`config.mk`:
```
export PLATFORM = sky130hd
export DESIGN_NAME = robo_mission_supervisor
export DESIGN_NICKNAME = d
export VERILOG_FILES = /design/src/rtl/robo_mission_supervisor.sv
export SDC_FILE = /design/constraint.sdc
export NUM_CORES = 1
export LEC_CHECK = 0
export CAP_MARGIN = 10
export CORE_UTILIZATION = 35
export DETAILED_ROUTE_END_ITERATION = 10
export GPL_ROUTABILITY_DRIVEN = 0
export PLACE_DENSITY_LB_ADDON = 0.05
export REMOVE_ABC_BUFFERS = 1
export SETUP_SLACK_MARGIN = 0.1
export SYNTH_ARGS = -nofsm -noshare
export SYNTH_HDL_FRONTEND = slang
export SYNTH_SLANG_ARGS = --single-unit
```
`constraint.sdc`:
```
create_clock -name clock -period 5.1 [get_ports clock]
set_input_delay 1.53 -clock clock [delete_from_list [all_inputs] [get_ports clock]]
set_output_delay 1.53 -clock clock [all_outputs]
set_load 0.02 [all_outputs]
```
`src/rtl/robo_mission_supervisor.sv`:
```
// robo_mission_supervisor
// Mission-level sequencer for the collector-robot navigation FSM. It holds
// the robot in reset until a mission is launched, then watches the robot's
// forward/turn/remove outputs. It ends the mission on goal, operator abort,
// spin, step budget exhaustion or stall.
// Optional build feature: define ROBO_SUP_ONEHOT_CHECK_EN to treat more than
// one simultaneous robot output as an illegal-combination fault (code 101).
module robo_mission_supervisor #(
    parameter int MAX_TRASH    = 10,
    parameter int MAX_STEPS    = 1000,
    parameter int MAX_SPIN     = 4,
    parameter int STALL_CYCLES = 8,
    parameter int TRASH_W      = 8
) (
    input  logic               clock,
    input  logic               reset,
    input  logic               start,
    input  logic               abort,
    input  logic               fwd_in,
    input  logic               turn_in,
    input  logic               rem_in,
    output logic               robo_reset,
    output logic               busy,
    output logic               done,
    output logic               fault,
    output logic [2:0]         fault_code,
    output logic [TRASH_W-1:0] trash_count,
    output logic [15:0]        step_count
);

    typedef enum logic [2:0] {
        ST_IDLE  = 3'd0,
        ST_ARM   = 3'd1,
        ST_RUN   = 3'd2,
        ST_DONE  = 3'd3,
        ST_FAULT = 3'd4
    } state_t;

    localparam logic [2:0] CODE_NONE    = 3'b000;
    localparam logic [2:0] CODE_ABORT   = 3'b001;
    localparam logic [2:0] CODE_SPIN    = 3'b010;
    localparam logic [2:0] CODE_BUDGET  = 3'b011;
    localparam logic [2:0] CODE_STALL   = 3'b100;
    localparam logic [2:0] CODE_ILLEGAL = 3'b101;

    state_t             state_r;
    logic               robo_reset_r;
    logic               busy_r;
    logic               done_r;
    logic               fault_r;
    logic [2:0]         fault_code_r;
    logic [TRASH_W-1:0] trash_r;
    logic [15:0]        step_r;
    logic [15:0]        spin_r;
    logic [15:0]        stall_r;
    logic               rem_prev_r;

    logic               active_s;
    logic               illegal_s;
    logic [TRASH_W-1:0] trash_nxt_s;
    logic [15:0]        step_nxt_s;
    logic [15:0]        spin_nxt_s;
    logic [15:0]        stall_nxt_s;

    // Saturating increment for the 16-bit counters: never wraps to zero.
    function automatic logic [15:0] sat_inc16(input logic [15:0] v);
        if (v == 16'hFFFF) begin
            return v;
        end else begin
            return v + 16'd1;
        end
    endfunction

    // Post-update counter values for the current RUN cycle; exit decisions use these.
    always_comb begin
        active_s    = fwd_in | turn_in | rem_in;
`ifdef ROBO_SUP_ONEHOT_CHECK_EN
        illegal_s   = (fwd_in & turn_in) | (fwd_in & rem_in) | (turn_in & rem_in);
`else
        illegal_s   = 1'b0;
`endif
        trash_nxt_s = trash_r;
        step_nxt_s  = step_r;
        spin_nxt_s  = spin_r;
        stall_nxt_s = stall_r;
        if (illegal_s) begin
            // An illegal cycle leaves every counter untouched.
            trash_nxt_s = trash_r;
            step_nxt_s  = step_r;
            spin_nxt_s  = spin_r;
            stall_nxt_s = stall_r;
        end else begin
            if (active_s) begin
                step_nxt_s  = sat_inc16(step_r);
                stall_nxt_s = 16'd0;
            end else begin
                step_nxt_s  = step_r;
                stall_nxt_s = sat_inc16(stall_r);
            end
            if (rem_in && !rem_prev_r && (trash_r != {TRASH_W{1'b1}})) begin
                trash_nxt_s = trash_r + {{(TRASH_W-1){1'b0}}, 1'b1};
            end else begin
                trash_nxt_s = trash_r;
            end
            if (turn_in && !fwd_in) begin
                spin_nxt_s = sat_inc16(spin_r);
            end else begin
                spin_nxt_s = 16'd0;
            end
        end
    end

    // Mission FSM with registered outputs and counters.
    always_ff @(posedge clock) begin
        if (reset) begin
            state_r      <= ST_IDLE;
            robo_reset_r <= 1'b1;
            busy_r       <= 1'b0;
            done_r       <= 1'b0;
            fault_r      <= 1'b0;
            fault_code_r <= CODE_NONE;
            trash_r      <= {TRASH_W{1'b0}};
            step_r       <= 16'd0;
            spin_r       <= 16'd0;
            stall_r      <= 16'd0;
            rem_prev_r   <= 1'b0;
        end else begin
            case (state_r)
                ST_IDLE, ST_DONE, ST_FAULT: begin
                    // Launch clears all mission state on entry so ARM shows zeros.
                    if (start) begin
                        state_r      <= ST_ARM;
                        robo_reset_r <= 1'b1;
                        busy_r       <= 1'b1;
                        done_r       <= 1'b0;
                        fault_r      <= 1'b0;
                        fault_code_r <= CODE_NONE;
                        trash_r      <= {TRASH_W{1'b0}};
                        step_r       <= 16'd0;
                        spin_r       <= 16'd0;
                        stall_r      <= 16'd0;
                        rem_prev_r   <= 1'b0;
                    end else begin
                        state_r <= state_r;
                    end
                end
                ST_ARM: begin
                    state_r      <= ST_RUN;
                    robo_reset_r <= 1'b0;
                    busy_r       <= 1'b1;
                end
                ST_RUN: begin
                    trash_r    <= trash_nxt_s;
                    step_r     <= step_nxt_s;
                    spin_r     <= spin_nxt_s;
                    stall_r    <= stall_nxt_s;
                    rem_prev_r <= rem_in;
                    if (abort) begin
                        state_r      <= ST_FAULT;
                        fault_code_r <= CODE_ABORT;
                        fault_r      <= 1'b1;
                        robo_reset_r <= 1'b1;
                        busy_r       <= 1'b0;
                    end else if (illegal_s) begin
                        state_r      <= ST_FAULT;
                        fault_code_r <= CODE_ILLEGAL;
                        fault_r      <= 1'b1;
                        robo_reset_r <= 1'b1;
                        busy_r       <= 1'b0;
                    end else if (trash_nxt_s == TRASH_W'(MAX_TRASH)) begin
                        state_r      <= ST_DONE;
                        done_r       <= 1'b1;
                        robo_reset_r <= 1'b1;
                        busy_r       <= 1'b0;
                    end else if (spin_nxt_s == 16'(MAX_SPIN)) begin
                        state_r      <= ST_FAULT;
                        fault_code_r <= CODE_SPIN;
                        fault_r      <= 1'b1;
                        robo_reset_r <= 1'b1;
                        busy_r       <= 1'b0;
                    end else if (step_nxt_s == 16'(MAX_STEPS)) begin
                        state_r      <= ST_FAULT;
                        fault_code_r <= CODE_BUDGET;
                        fault_r      <= 1'b1;
                        robo_reset_r <= 1'b1;
                        busy_r       <= 1'b0;
                    end else if (stall_nxt_s == 16'(STALL_CYCLES)) begin
                        state_r      <= ST_FAULT;
                        fault_code_r <= CODE_STALL;
                        fault_r      <= 1'b1;
                        robo_reset_r <= 1'b1;
                        busy_r       <= 1'b0;
                    end else begin
                        state_r <= ST_RUN;
                    end
                end
                default: begin
                    // Unreachable encoding: park safely with the robot held.
                    state_r      <= ST_IDLE;
                    robo_reset_r <= 1'b1;
                    busy_r       <= 1'b0;
                    done_r       <= 1'b0;
                    fault_r      <= 1'b0;
                end
            endcase
        end
    end

    assign robo_reset  = robo_reset_r;
    assign busy        = busy_r;
    assign done        = done_r;
    assign fault       = fault_r;
    assign fault_code  = fault_code_r;
    assign trash_count = trash_r;
    assign step_count  = step_r;

endmodule

```
; Word-level counts from Yosys, hierarchy flattened
; Cells that the tools add are included.
[op_classes]
reduce_logical = 13
n_mux = 48
addsub = 4
eq_ne = 18
bitwise_logic = 3
[op_table]
columns = cell, count
row1 = $mux W16, 7
row2 = $pmux W16 S2, 3
row3 = $add A16 B1 Y16 const B, 3
row4 = $eq A16 B16 Y1 const B, 3
row5 = $mux W3, 12
row6 = $eq A16 B10 Y1 const B, 1
row7 = $eq A16 B3 Y1 const B, 1
row8 = $eq A16 B4 Y1 const B, 1
row9 = $mux W1, 16
row10 = $mux W8, 2
row11 = $pmux W8 S2, 1
row12 = $pmux W1 S3, 4
row13 = $reduce_and A4 Y1, 3
row14 = $pmux W3 S3, 1
row15 = $add A8 B1 Y8 const B, 1
row16 = $eq A8 B4 Y1 const B, 1
row17 = $ne A8 B8 Y1 const B, 1
row18 = $eq A3 B2 Y1 const B, 2
row19 = $ne A2 B2 Y1 const B, 3
row20 = $ne A6 B6 Y1 const B, 1
row21 = $pmux W3 S2, 1
row22 = $ne A5 B5 Y1 const B, 1
row23 = $reduce_and A2 Y1, 2
row24 = $eq A3 B1 Y1 const B, 1
row25 = other kinds (10), 14
[totals]
inputBits = 7
reg_bits = 67
out_inout_bits = 31

; Depth between registers and ports, before layout
[depth]
word_depth = 10
depth_mapped = 12
depth_no_buf = 10

; Worst setup path before layout
; Ideal clock, no wire load.
[synth_path]
kind = input-to-reg
from = in rem_in
to = reg fault_code_r[0] (netlist: fault_code[0])
arrival_time_ns = 3.508
n_path_buf = 0
path_stages = 9
slack_ns = 1.471
cell_sequence = or3_1 nand3_2 or4_1 o21a_1 nor4_4 a32oi_2 a21oi_2 a21oi_4 mux2_4
[synth_via]
elab_chain_len = 8
word_cells_on_any_way = 17
classes_between = eq/ne (5) / mux (8) / bitwise (1) / reduce/logical (3)
[synth_rtl]
columns = item, line
row1 = "start, declared", 21  ; input logic rem_in,
row2 = $or A1 B1 Y1, 76  ; active_s = fwd_in | turn_in | rem_in;
row3 = $mux W16, 93  ; if (active_s) begin
row4 = $eq A16 B10 Y1, 181  ; end else if (step_nxt_s == 16'(MAX_STEPS)) begin
row5 = $mux W3, 181
row6 = $mux W3, 175  ; end else if (spin_nxt_s == 16'(MAX_SPIN)) begin
row7 = $mux W3, 170  ; end else if (trash_nxt_s == TRASH_W'(MAX_TRASH)) begin
row8 = $mux W3, 158  ; if (abort) begin
row9 = $pmux W3 S2, 128  ; case (state_r)
row10 = "end signal, assigned", 160  ; fault_code_r <= CODE_ABORT;
row11 = "end signal, assigned", 166  ; fault_code_r <= CODE_ILLEGAL;
row12 = "end signal, assigned", 177  ; fault_code_r <= CODE_SPIN;
row13 = "end, declared", 51  ; logic [2:0] fault_code_r;
; Several ways; a longest one is shown, not always the timed one. The select of a mux whose other input is x is not followed.
; A chain may end at the register's enable or synchronous reset.

; Worst setup path after layout
; Same ends and word-level chain as after synthesis.

==> run_results.csv <==
group,metric,value,unit
run_status,outcome,"finished clean",
place,post-dp-hpwl,8.87,mm
die,io_pins,38,
cells_and_area,drive_gt1_share,8.43,%
critical_path,crit_arrival,4300,ps
critical_path,cp_top_family,"simple AND/OR/NAND/NOR gates",
synth,synthTopCellsByArea,"dfxtp_1 (30%), nor2_1 (6.6%), a21oi_1 (6.5%), o21ai_0 (4.3%), nand2_1 (4.3%)",
sta,hold_viol,0,
critical_path,slowest_delay,470,ps
power,fin_total_pwr,1300,uW
die,dieHeight,116,um
sta,fmax,0.246,GHz
global_routing,grt_overflow,0,
clock_network,cts_setup_buffers,0,
sta,setup_viol,0,
synth,synth_edf_count,0,
critical_path,slowest_stage,"or3_1",
cells_and_area,syn2layout_area_growth,17.4,%
sta,finClkSkew,4.47,ps
critical_path,crit_buf_inv,2,
global_routing,grt_pass1_vias,4115,
global_routing,antenna_found_initial,0,
route,finalWirelength,13.0,mm
synth,synthDistinctLibCells,76,
power,leakagePower,0.00158,uW
cells_and_area,layout.nets,635,
synth,synthArstFlopShare,0,%
synth,synth_seq_area_share,29.7,%
die,fp.coreArea,12600,sq um
cells_and_area,antenna_cells,0,
synth,syn_avg_cell_area,7.43,sq um
sta,fin_crit_sh,79.8,%
critical_path,critPathRequiredTime,5330,ps
power,ir_worst_vdd,128,uV
die,die_width,116,um
global_routing,grt_usage,20.4,%
critical_path,cp-start-kind,"input port",
clock_network,holdBufCountCts,0,
clock_network,cts_resized,0,
place,numPortBuffers,37,
clock_network,clock-sinks,67,
clock_network,clkLatencyLatePin,340,ps
route,dr.first_iter.drc_count,316,
global_routing,grt_max_degree,40,
synth,synth_warnings,0,
sta,post-route-min-period,4070,ps
route,drc,0,
synth,syn_inst,607,
synth,ys_ff_latch,67,
route,vias,4726,
clock_network,cts_max_level,3,
synth,synth.top_cell.area_share,29.7,%
clock_network,cts_buffer_depth,2,
route,drt_first_pass_iters,5,
power,power_density,246,nW/um^2
synth,yosys-top-cells-count,"nor2_1 (79), dfxtp_1 (67), a21oi_1 (59), nand2_1 (52), o21ai_0 (39)",
route,viasPerCell,5.90,
sta,fin_tns_setup,0,ps
run,drv_cap,0,
sta,slew_headroom,33.6,%
hold_path,hp-class,"register to register",
critical_path,cp_max_fo,13,
sta,drv_slew,0,
clock_network,cts_tree,"done",
critical_path,path_class,"input port to register",
synth,syn-cell-area,4510,sq um
synth,yosysMostFrequentCell,"nor2_1",
critical_path,end_kind,"register",
sta,rsz0062_at_grt,"no",
die,die-area,13300,sq um
sta,worst_pin_slew,996,ps
synth,synthFlopType,"dfxtp_1",
clock_network,cts_root_buffer,"clkbuf_16",
die,start_util,35.9,%
clock_network,cts-buffers-inserted,9,
route,ant_nets,0,
clock_network,path_clk_slew,50,ps
route,wl_per_cell,16.2,um
die,placementRows,41,
critical_path,worstPathCellList,"clkdlybuf4s50_1, or3_1, buf_4, and3_1, o211ai_2, o21ai_2, nor4_4, a32oi_2, a21oi_2, a21oi_4, mux2_4",
synth,synth_top_cell_by_area,"dfxtp_1",
global_routing,grt_pass1_wl,21.4,mm
==> layer usage <==
| metal | part of all wire, % | GRT usage, % | vias to the layer above | wire length [um] |
|---|---|---|---|---|
| met4 | 1.8 | 8.40 | 0 | 239 |
| met5 | 0 | 0 | - | 0 |
| met1 | 49 | 28.4 | 2226 | 6300 |
| met2 | 44 | 30.9 | 136 | 5750 |
| li1 | - | - | 2347 | - |
| met3 | 5.1 | 3.66 | 17 | 664 |
==> placed cells by master (no fill, tap or decap), drive strengths merged, types with 4 or more instances in the layout <==
cell / synthesis / layout
a21oi: 61 / 61
nand4: 12 / 12
and2: 6 / 6
a31oi: 8 / 8
nand2b: 8 / 8
nor3: 34 / 34
nor4: 16 / 16
or4: 5 / 5
or3: 5 / 5
ha: 4 / 4
dfxtp: 67 / 67
clkdlybuf4s50: 0 / 36
buf: 12 / 9
and4: 5 / 5
inv: 10 / 10
o21ai: 43 / 43
nor4b: 4 / 4
o21a: 4 / 4
clkbuf: 27 / 15
a211oi: 7 / 7
a22oi: 13 / 13
a41oi: 5 / 5
nand3: 33 / 33
nor2: 79 / 79
and3: 10 / 10
a311oi: 19 / 19
xnor2: 5 / 5
nand2: 52 / 52
nor2b: 6 / 6
mux2i: 7 / 7
==> through the flow <==
stage / instance area [sq um] / std cells / util [%] / setup slack (ps) / hold WS, ps
after CTS: 5290 / 801 / 42.1 / 1020 / 494
after detailed placement: 4990 / 785 / 39.7 / 665 / 465
after global placement: 4990 / 785 / 39.7 / 721 / 474
after floorplan: 4340 / 568 / - / 1190 / 466
final: 5290 / 801 / 42.1 / 1030 / 488
after global routing: 5290 / 801 / 42.1 / 830 / 522
==> power breakdown <==
group	internal [uW]	total (uW)	switching, uW
Combinational	36.9	113	76.0
Clock	419	655	236
Sequential	528	536	7.46
==> final timing paths <==
check / from / endpoint / slack, ps / cells past startpoint
max: rem_in / fault_code[0]$_SDFFE_PP0P_ / 1030 / 11
max reg2reg: spin_r[0]$_SDFFE_PP0P_ / fault_code[0]$_SDFFE_PP0P_ / 1790 / 10
min reg2reg: done$_SDFFE_PP0P_ / done$_SDFFE_PP0P_ / 490 / 2
min: done$_SDFFE_PP0P_ / done$_SDFFE_PP0P_ / 490 / 2
==> final cells by class <==
type,count,area (sq um)
tap,172,215
multi-input combinational,491,2970
clock buffer,15,278
fill,1300,7270
timing repair buffer,45,425
inverter,10,37.5
sequential,67,1340
clock inverter,1,30.0
==> state kept, by name, summed over array words and instances, names as in the netlist <==
register	cells
spin_r	16
rem_prev_r	1
fault_code	3
step_count	16
fault	1
robo_reset	1
done	1
busy	1
trash_count	8
state_r	3
stall_r	16
==> tightest hold or removal path, delay by kind of cell, from the launching register on <==
kind             cells  cell delay, ps
AO/OA/AOI/OAI        1              40
flip-flops           1             330
AND/OR/NAND/NOR      1              80
==> cells by family after synthesis <==
group | Yosys count | share of synthesized area (%)
simple gates | 286 | 34.0
compound gates | 186 | 27.3
flops | 67 | 29.7
buf+inv | 49 | 4.58
mux | 8 | 1.89
xor+xnor | 6 | 1.17
fa+ha+maj | 5 | 1.33
(Power assumes the default switching activity.)
